[config.mk]
export PLATFORM = sky130hd
export DESIGN_NAME = uart_tx_fifo
export DESIGN_NICKNAME = d
export VERILOG_FILES = /design/src/rtl/uart_tx_fifo.sv
export SDC_FILE = /design/constraint.sdc
export NUM_CORES = 1
export LEC_CHECK = 0
export BUFFER_PORTS_ARGS = -buffer_cell sky130_fd_sc_hd__buf_2
export CORE_ASPECT_RATIO = 1.75
export CORE_UTILIZATION = 23
export CTS_BUF_LIST = sky130_fd_sc_hd__clkbuf_8 sky130_fd_sc_hd__clkbuf_16
export CTS_CLUSTER_SIZE = 30
export DETAILED_ROUTE_END_ITERATION = 8
export GPL_TIMING_DRIVEN = 0
export MAX_ROUTING_LAYER = met4
export PLACE_DENSITY_LB_ADDON = 0.08
export SLEW_MARGIN = 20
export SYNTH_ARGS = -nofsm -noshare
export SYNTH_HDL_FRONTEND = slang
export SYNTH_SLANG_ARGS = --single-unit
[constraint.sdc]
create_clock -name clk -period 3.8 [get_ports clk]
set_clock_uncertainty 0.15 [all_clocks]
set_input_delay 0.19 -clock clk [delete_from_list [all_inputs] [get_ports clk]]
set_output_delay 0.19 -clock clk [all_outputs]
set_load 0.05 [all_outputs]
[src/rtl/uart_tx_fifo.sv]
// Byte FIFO from UART THR writes to the transmit serializer, first-word-fall-through.
// Write to rd_valid takes 1 clock; a write is dropped when full unless a pop frees a slot.
module uart_tx_fifo #(
    parameter int DEPTH      = 16,
    parameter int AW         = 4,
    parameter int LOW_THRESH = 2
) (
    input  logic          clk,
    input  logic          resetn,
    input  logic          clr,
    input  logic          wr_req,
    input  logic [7:0]    wr_data,
    output logic          full,
    output logic          empty,
    output logic [AW:0]   level,
    output logic          thr_low,
    output logic          ovr_err,
    input  logic          ovr_clr,
    output logic          rd_valid,
    output logic [7:0]    rd_data,
    input  logic          rd_ready
);

    localparam logic [AW:0] FULL_LVL = (AW+1)'(DEPTH);
    localparam logic [AW:0] LOW_LVL  = (AW+1)'(LOW_THRESH);

    logic [AW-1:0] wr_ptr_q, wr_ptr_d;
    logic [AW-1:0] rd_ptr_q, rd_ptr_d;
    logic [AW:0]   level_q, level_d;
    logic          ovr_err_q, ovr_err_d;

    // Entry 0 is the head after reset, so it alone carries a reset value.
    logic [7:0]    mem0_q, mem0_d;
    logic [7:0]    memr_q [1:DEPTH-1];
    logic [7:0]    memr_d [1:DEPTH-1];

    logic          pop;
    logic          push;

    assign full     = (level_q == FULL_LVL);
    assign empty    = (level_q == '0);
    assign thr_low  = (level_q <= LOW_LVL);
    assign level    = level_q;
    assign ovr_err  = ovr_err_q;
    assign rd_valid = ~empty;
    assign rd_data  = (rd_ptr_q == '0) ? mem0_q : memr_q[rd_ptr_q];

    always_comb begin
        pop       = rd_valid & rd_ready;
        push      = wr_req & (~full | pop);
        wr_ptr_d  = wr_ptr_q;
        rd_ptr_d  = rd_ptr_q;
        level_d   = level_q;
        ovr_err_d = ovr_err_q;
        mem0_d    = mem0_q;
        memr_d    = memr_q;

        if (clr) begin
            wr_ptr_d = '0;
            rd_ptr_d = '0;
            level_d  = '0;
        end else begin
            if (push) begin
                if (wr_ptr_q == '0) begin
                    mem0_d = wr_data;
                end else begin
                    memr_d[wr_ptr_q] = wr_data;
                end
                wr_ptr_d = wr_ptr_q + 1'b1;
            end
            if (pop) begin
                rd_ptr_d = rd_ptr_q + 1'b1;
            end
            if (push && !pop) begin
                level_d = level_q + 1'b1;
            end else if (pop && !push) begin
                level_d = level_q - 1'b1;
            end
        end

        // A dropped write outranks a same-cycle clear request.
        if (wr_req && full && !pop && !clr) begin
            ovr_err_d = 1'b1;
        end else if (ovr_clr) begin
            ovr_err_d = 1'b0;
        end
    end

    always_ff @(posedge clk or negedge resetn) begin
        if (!resetn) begin
            wr_ptr_q  <= '0;
            rd_ptr_q  <= '0;
            level_q   <= '0;
            ovr_err_q <= 1'b0;
            mem0_q    <= 8'h00;
        end else begin
            wr_ptr_q  <= wr_ptr_d;
            rd_ptr_q  <= rd_ptr_d;
            level_q   <= level_d;
            ovr_err_q <= ovr_err_d;
            mem0_q    <= mem0_d;
        end
    end

    always_ff @(posedge clk) begin
        memr_q <= memr_d;
    end

endmodule

---- Word level (Yosys, flattened, before mapping) ----
Cells that the tools add are included.
word-level totals
  bits in registers ....................... 142
  input port bits ......................... 14
  output and inout bits ................... 18
  word-level logic and storage cells ...... 72
cells by class
  add/sub/neg operators ................... 4
  order comparisons ....................... 4
  equality and inequality tests ........... 1
  muxes and demuxes ....................... 16
  bitwise logic cells ..................... 9
  reductions and logical operators ........ 18
operators by type and width
  kind                 count
  $bwmux 120           1
  $bmux 8 s4           1
  $demux 8 s4          1
  $mux 8               4
  $mux 4               4
  $mux 5               3
  $ge 5x5->1 const B   2
  $not 4->5            2
  $add 4x1->4 const B  2
  $logic_not 4->1      2
  $logic_and 1x1->1    6
  $reduce_and 3->1     2
  $reduce_bool 2->1    3
  $add 5x1->5 const B  1
  $eq 5x5->1 const B   1
  $le 5x2->1 const B   1
  $logic_not 5->1      1
  $lt 5x1->1 const B   1
  $sub 5x1->5 const B  1
  $not 1->1            4
  $logic_not 1->1      3
  $reduce_bool 3->1    1
  $and 1x1->1          2
  $mux 1               2
  $or 1x1->1           1

---- Longest topological paths before layout ----
Gate-level depths: netlist of run 1.
  word-level depth ........................ 10
  depth in mapped cells ................... 9
  gate-level depth less buffers ........... 8

---- Worst setup path before layout of run 1 ----
Ideal clock, no wire load.
  kind .................................... register to output
  from .................................... register level_q[4], in the netlist level[4]
  to ...................................... output port thr_low
  arrival ................................. 3.292 ns
  required time ........................... 3.460 ns
  setup slack ............................. 0.168 ns
  cell stages (with the launch flop) ...... 3
  buffers on the path ..................... 1
  path through ............................ dfrtp_1 buf_2 a2111oi_0
between the ends
  longest elaborated chain between the ends .. 1
ends and longest elaborated chain
  item                    line  text
  from (decl)             29    logic [AW:0] level_q, level_d;
  from (signal assigned)  99    level_q <= level_d;
  $le 5x2->1              42    assign thr_low = (level_q <= LOW_LVL);
  to (decl)               16    output logic thr_low,
No other way between the ends.

---- Worst setup path after layout of run 1 ----
  from .................................... register rd_ptr_q[1]
  to ...................................... output port rd_data[1]
between the ends
  longest elaborated chain between the ends .. 5
  elaborated cells on any way between the ends .. 6
  classes of those cells .................. mux (4); bitwise (1); reduce/logical (1)
ends and longest elaborated chain
  item                                        line  text
  from (decl)                                 28    logic [AW-1:0] rd_ptr_q, rd_ptr_d;
  from (signal assigned)                      98    rd_ptr_q <= rd_ptr_d;
  $not 4->5 (implied by the code)             46    assign rd_data = (rd_ptr_q == '0) ? mem0_q : memr_q[rd_ptr_q];
  $bmux 8 s4                                  46
  $mux 8 (implied by the code) (2 in series)  46
  $mux 8 *                                    46
  to (decl)                                   20    output logic [7:0] rd_data,
Every way passes the cells marked *; elsewhere a longest branch is shown, timed or not. The select of a mux whose other input is x is not followed.

==> results of run 1 <==
## synthesized netlist by cell type, types with 2 or more instances
cell,n
sky130_fd_sc_hd__nor2_1,26
sky130_fd_sc_hd__and3_1,2
sky130_fd_sc_hd__buf_6,2
sky130_fd_sc_hd__dfrtp_1,22
sky130_fd_sc_hd__inv_1,15
sky130_fd_sc_hd__or3_1,2
sky130_fd_sc_hd__nor2b_1,6
sky130_fd_sc_hd__clkbuf_1,6
sky130_fd_sc_hd__xor2_1,3
sky130_fd_sc_hd__mux2i_1,11
sky130_fd_sc_hd__a32oi_1,8
sky130_fd_sc_hd__a21oi_1,5
sky130_fd_sc_hd__and2_1,2
sky130_fd_sc_hd__xnor2_1,4
sky130_fd_sc_hd__o211ai_1,3
sky130_fd_sc_hd__o221ai_1,8
sky130_fd_sc_hd__nand2b_1,6
sky130_fd_sc_hd__buf_1,6
sky130_fd_sc_hd__a22oi_1,8
sky130_fd_sc_hd__mux2_4,8
sky130_fd_sc_hd__buf_2,4
sky130_fd_sc_hd__nand2_1,5
sky130_fd_sc_hd__edfxtp_1,120
sky130_fd_sc_hd__nand3_1,4
sky130_fd_sc_hd__mux2_1,3
sky130_fd_sc_hd__o21a_1,8
sky130_fd_sc_hd__mux4_2,24
sky130_fd_sc_hd__ha_1,10
## path summary, 6_finish.rpt
check,depth (start not counted),startpoint,endpoint
max,5,rd_ptr_q[1],rd_data[1]
min,4,wr_req,wr_ptr_q[2]
max reg2reg,9,level[3],level[4]
min reg2reg,1,mem0_q[2],mem0_q[2]
max in group asynchronous,2,resetn,mem0_q[6]
min in group asynchronous,2,resetn,mem0_q[7]
## sequential cells by signal (all words and copies together), names as in the netlist
signal and flops:
memr_q 120, rd_ptr_q 4, wr_ptr_q 4, level 5, mem0_q 8, ovr_err 1
## cells by family (layout without fill, tap and decap cells)
kind of cell	Yosys count	count (layout)	synth area share (%)
flops	142	142	68.8
xor+xnor	7	7	1.02
compound gates	52	52	7.22
buf+inv	33	99	2.38
fa+ha+maj	11	11	2.41
simple gates	57	57	4.81
mux	46	46	13.3
## critical path, stage by stage, from the launching register on
cell                       delay, ps
sky130_fd_sc_hd__dfrtp_1         610
sky130_fd_sc_hd__clkbuf_1        610
sky130_fd_sc_hd__mux4_2          410
sky130_fd_sc_hd__a22oi_1         590
sky130_fd_sc_hd__o221ai_1        260
sky130_fd_sc_hd__buf_2           270
## report_power, final
| group | internal [mW] | switching, mW | total, mW |
|---|---|---|---|
| combinational | 0.516 | 0.904 | 1.42 |
| sequential | 1.76 | 0.0827 | 1.84 |
| clock | 0.912 | 0.620 | 1.53 |
## cell type report
class	instances	share of cell area, %
Buffer	17	1.41
Clock buffer	19	6.30
Clock inverter	13	1.18
Inverter	15	0.783
Multi-Input combinational cell	173	24.3
Sequential cell	142	57.8
Tap cell	320	5.57
Timing Repair Buffer	35	2.71
## layer usage
metal  share of wire [%]  routed length (um)  GRT usage [%]
met2                  53                8340           22.5
met3                 2.2                 350           2.89
met4                 5.1                 794           7.75
met1                  39                6130           12.8
met5                   0                   0              -
## timing repair
action	in CTS	in global routing
gates cloned	0	0
gates resized for setup	7	1
setup endpoints to repair	8	5
hold buffers	4	0
hold endpoints to repair	39	0
## stage by stage
stage	util, %	instance area (um^2)	setup WS (ps)
CTS	27.8	7190	27.6
global route	27.8	7190	91.6
floorplan	-	6030	168
finish	27.8	7190	264
detailed placement	25.5	6590	54.2
global placement	25.5	6590	58.6
==> impl_summary.txt, run 1 <==
----------------------------------------------------
[Pwr]
  Final Total Pwr ... 4.79 mW
  Leak Pwr ... 2.49 nW
  Largest voltage drop on the vdd net ... 0.310 mV
  Cell area power density ... approximately 670 nW/um^2

[Place]
  Number of placed instances with taps included ... 699
  Gp weighted congestion ... 0.748
  PortBufs ... 31
  Sum of net half-perimeters after detailed placement ... 11.0 mm

[Floorplanning]
  I/O pins ... 32
  Core area ... 25900 um^2
  Vertical die dimension ... 216 um
  Die area ... 26900 um^2
  Standard-cell rows ... 78
  Initial core utilization ... 23.3%
  Die span in x ... around 120 um

[Routing]
  Routed vias ... approximately 3200
  Remaining antenna violation count after routing ... 0
  Drt via density ... 4.33
  Routed wire per std cell ... 21.3 um
  Detailed router's first-iteration violation count ... around 210
  DRC viols ... 1
  First-pass iteration count of the detailed router ... 6
  Final wirelength ... 15.6 mm

[Clocking]
  Count of clock tree sinks ... 142
  CTS H-tree lvls ... 4
  Clock buffer count from CTS ... 17
  Maximum clock path buffer count ... 2
  Insertion delay to the later sink of the worst-skew pair ... 430 ps
  Buffers inserted by post-CTS timing repair ... 0
  CTS root buf ... sky130_fd_sc_hd__clkbuf_16
  Worst-path clk slew ... around 60 ps
  Clock tree from TritonCTS ... yes

[GRT]
  Pin count of the biggest net entering global routing ... 23
  Total congestion overflow after global routing ... 0
  Global-route wire length before repair ... 23.6 mm
  Global-route usage over all layers ... 12.8%
  Vias in the first global route ... 3642
  Antenna violations before repair ... 0

[Timing]
  Max_slew headroom ... 38.4%
  Count of endpoints failing hold in the final timing report ... 0
  Slew of the pin with the lowest slew margin ... 921 ps
  Hold_ws ... ~32 ps
  Fmax ... 283 MHz
  Setup violators final ... 0
  Final worst path period need ... ~3500 ps
  Post-route fraction of the period consumed by the critical path ... 93.0%
  RSZ-0062 raised after global routing ... false
  Number of slew-limit violations in the final report ... 0
  Summed negative setup slack over all endpoints ... 0 ps

[Setup path]
  Largest fanout on the critical path ... 10
  Arrival time at the worst endpoint ... 3200 ps
  Sort of element at the start of the critical path ... flop
  Setup slack, reg-to-reg ... 680 ps
  Critical path class ... reg -> out
  Required time reported for the critical path endpoint ... 3460 ps
  Critical path capture point type ... primary output

[Final layout]
  Proportion of layout cells with a drive suffix above 1 ... about a quarter
  Area used by sequential logic in the layout ... 4150 um^2
  Fin nets ... 426
  Ant diodes ... 0
  Final standard cell count with taps included and fillers excluded ... 734
  Most common cell after layout, fill and taps aside ... sky130_fd_sc_hd__edfxtp_1
  Filler cells ... around 2600
  Total area of multi-input combinational cells ... roughly 1700 um^2
  Area Overhead vs Synth ... 19.1%
  Commonest non-fill, non-tap cells in the layout ... sky130_fd_sc_hd__edfxtp_1 (120), sky130_fd_sc_hd__buf_2 (33), sky130_fd_sc_hd__nor2_1 (25)

[Synthesis]
  Most used flip-flop cell after synthesis ... sky130_fd_sc_hd__edfxtp_1
  Portion of the post-synthesis area used by sequential elements ... roughly 70%
  Count of flip-flops with a built-in enable after synthesis ... 120
  Netlist Area Pre-Place ... 6030 um^2
  Cell type contributing the most total cell area after synthesis ... sky130_fd_sc_hd__edfxtp_1
  Count of different cell masters after synthesis ... 45
  Number of standard cells after synthesis ... 348
  Count of state elements after synthesis ... roughly 140
  Avg Inst Size Synth ... 17.3 um^2
  Synth top area share ... ~60%
  Post-synth ARST share ... 15.5%
  Count of synthesis-stage warnings from yosys ... 0
  Post-synth net total ... 373
  Biggest area contributors in the synthesized netlist ... sky130_fd_sc_hd__edfxtp_1 (60%), sky130_fd_sc_hd__dfrtp_1 (9.1%), sky130_fd_sc_hd__mux4_2 (9.0%)

[Status]
  Run status ... finished, violations left
  Violated checks ... design-rule violations

[Hold path]
  Type of the tightest min-delay check ... in -> reg

[Run]
  Max-cap violation count ... 0

----------------------------------------------------
Power figures use the tool's default switching activity.
==> run 2, diff against run 1 <==
RECOVER_POWER = 50   (was unset)
REMOVE_ABC_BUFFERS = 1   (was unset)
==> run 2 against run 1 <==
  * The flow now finishes without violations
  * Die area stayed put
  * Final cell count down 2.0%
  * Via count down 0.16%
  * Routed wire length decreased by 0.22%
  * Power fell by 0.39%
  * Hold slack better by 33 ps
  * Sequential power increased by 3%
  * Combinational power down 7%
  * Clock-buffer cell count up 1
  * Sequential cell count unchanged
  * Non-clock buffer count fell by 15
  * Highest routed layer unchanged
==> impl_summary.txt, run 2 (synthesis results as in run 1) <==
----------------------------------------------------
[GRT]
  Vias in the first global route ... roughly 3500
  Most Crowded Layer GR ... met2
  Antenna violations before repair ... 0
  Global-route wire length before repair ... roughly 24 mm
  Total congestion overflow after global routing ... 0
  Routing usage on met2 ... 23.3%
  Met1 Use GR ... ~14%
  Pin count of the biggest net entering global routing ... 24
  Global-route usage over all layers ... between 10% and 20%
  Global routing usage on met3 ... between 3 and 4%

[Timing]
  Fmax ... about 280 MHz
  RSZ-0062 raised after global routing ... false
  Final worst path period need ... 3600 ps
  Post-route fraction of the period consumed by the critical path ... 94.7%
  Number of slew-limit violations in the final report ... 0
  Count of endpoints failing hold in the final timing report ... 0
  Hold_ws ... 65.6 ps
  Slew of the pin with the lowest slew margin ... 1360 ps
  Max_slew headroom ... 9.43%
  Setup violators final ... 0

[Place]
  Sum of net half-perimeters after detailed placement ... between 10 and 15 mm
  Placement-stage cell area ... 6530 um^2
  PortBufs ... 31
  Gp weighted congestion ... 0.743

[Floorplanning]
  Die area ... around 27000 um^2
  Core area ... between 20000 and 30000 um^2
  Standard-cell rows ... 78
  I/O pins ... 32
  Initial core utilization ... between 20% and 30%
  Die span in x ... 124 um
  Vertical die dimension ... 216 um

[Routing]
  Routed vias ... 3175
  Drt via density ... 4.42
  Remaining antenna violation count after routing ... 0
  Routed wire per std cell ... 21.7 um
  First-pass iteration count of the detailed router ... 4
  Detailed router's first-iteration violation count ... 170
  DRC viols ... 0
  Final wirelength ... 15.6 mm

[Hold path]
  Cell count of the worst hold path ... 4
  Type of the tightest min-delay check ... in -> reg
  Startpoint of the tightest hold check path ... rd_ready
  Hold path endpoint ... rd_ptr_q[0]

[Setup path]
  R2R Path End ... level[4]
  Required time reported for the critical path endpoint ... 3460 ps
  Worst setup path start ... rd_ptr_q[0]
  Setup slack, reg-to-reg ... 570 ps
  Reg-to-reg startpoint ... level[0]
  Sort of element at the start of the critical path ... flop
  Arrival time at the worst endpoint ... ~3300 ps
  Logic depth of the worst register-to-register path ... 8
  Largest fanout on the critical path ... 12
  Critical path capture point type ... primary output
  Critical path class ... reg -> out

[Final layout]
  Layout Cell Area excl Fill ... 7110 um^2
  Ant diodes ... 0
  Largest register by flop count ... memr_q
  Most common cell after layout, fill and taps aside ... sky130_fd_sc_hd__edfxtp_1
  Area Overhead vs Synth ... 17.9%
  Proportion of layout cells with a drive suffix above 1 ... roughly a fifth
  Commonest non-fill, non-tap cells in the layout ... sky130_fd_sc_hd__edfxtp_1 (120), sky130_fd_sc_hd__nor2_1 (26), sky130_fd_sc_hd__mux4_2 (24)
  Fin nets ... 411
  Flip-flop count of the largest register, all copies and words added ... 120

[Clocking]
  Maximum clock path buffer count ... 2
  Clock tree from TritonCTS ... yes
  Count of clock tree sinks ... 142
  CTS H-tree lvls ... 4
  CTS root buf ... sky130_fd_sc_hd__clkbuf_16
  Insertion delay to the later sink of the worst-skew pair ... 420 ps
  Clock buffer count from CTS ... 17
  Worst-path clk slew ... 60 ps

[Pwr]
  Leak Pwr ... between 2 and 2.5 nW
  Cell area power density ... 671 nW/um^2
  Largest voltage drop on the vdd net ... 0.359 mV

[Run]
  Max-cap violation count ... 0

[Status]
  Run status ... completed

----------------------------------------------------
run 2: through the flow:
step	util, %	power, mW	setup TNS [ps]	setup WS, ps	instances
global route	27.5	5.01	0	44.9	719
finish	27.5	4.77	0	201	719
global placement	25.1	3.26	-5360	-779	681
detailed placement	25.2	3.28	0	373	682
CTS	27.6	4.87	0	99.6	719
floorplan	-	2.87	0	248	330
run 2: how the worst max path moves through the flow:
| stage | endpoint | cells past startpoint |
|---|---|---|
| after global routing | rd_data[6] | 7 |
| final | rd_data[6] | 7 |
| after detailed placement | rd_data[6] | 7 |
| after floorplan | thr_low | 1 |
| after CTS | rd_data[6] | 7 |
| after global placement | rd_data[6] | 7 |
run 2: layer usage:
layer / wire length (um) / vias to the layer above / share of wire (%)
li1: - / 1450 / -
met1: 6200 / 1661 / 40
met2: 8740 / 46 / 56
met3: 306 / 18 / 2.0
met4: 337 / 0 / 2.2
met5: 0 / - / 0
run 2: layout make-up:
class                      count  area (um^2)
multi-input combinational    173         1730
inverter                      15         56.3
sequential                   142         4160
clock inverter                12         80.1
timing repair buffer          37          216
clock buffer                  20          467
tap                          320          400
fill                        2617        18800
run 2: power by group:
group / internal, mW / switching [mW] / total (mW) / leakage [nW]
Combinational: 0.492 / 0.830 / 1.32 / 0.756
Sequential: 1.76 / 0.144 / 1.90 / 1.36
Clock: 0.932 / 0.618 / 1.55 / 0.285
Total: 3.18 / 1.59 / 4.77 / 2.40
run 2: worst max-delay path: stages (launching register included):
cell and delay (ps):
sky130_fd_sc_hd__dfrtp_2 630, sky130_fd_sc_hd__inv_1 140, sky130_fd_sc_hd__ha_1 390, sky130_fd_sc_hd__nor2_1 580
sky130_fd_sc_hd__a32oi_1 240, sky130_fd_sc_hd__o21a_1 160, sky130_fd_sc_hd__o221ai_1 350, sky130_fd_sc_hd__buf_2 340
run 2: what timing repair did:
item	CTS	global route
hold buffers	4	0
buffers inserted	1	0
setup endpoints to repair	4	0
resized for setup	0	0
hold endpoints to repair	29	0
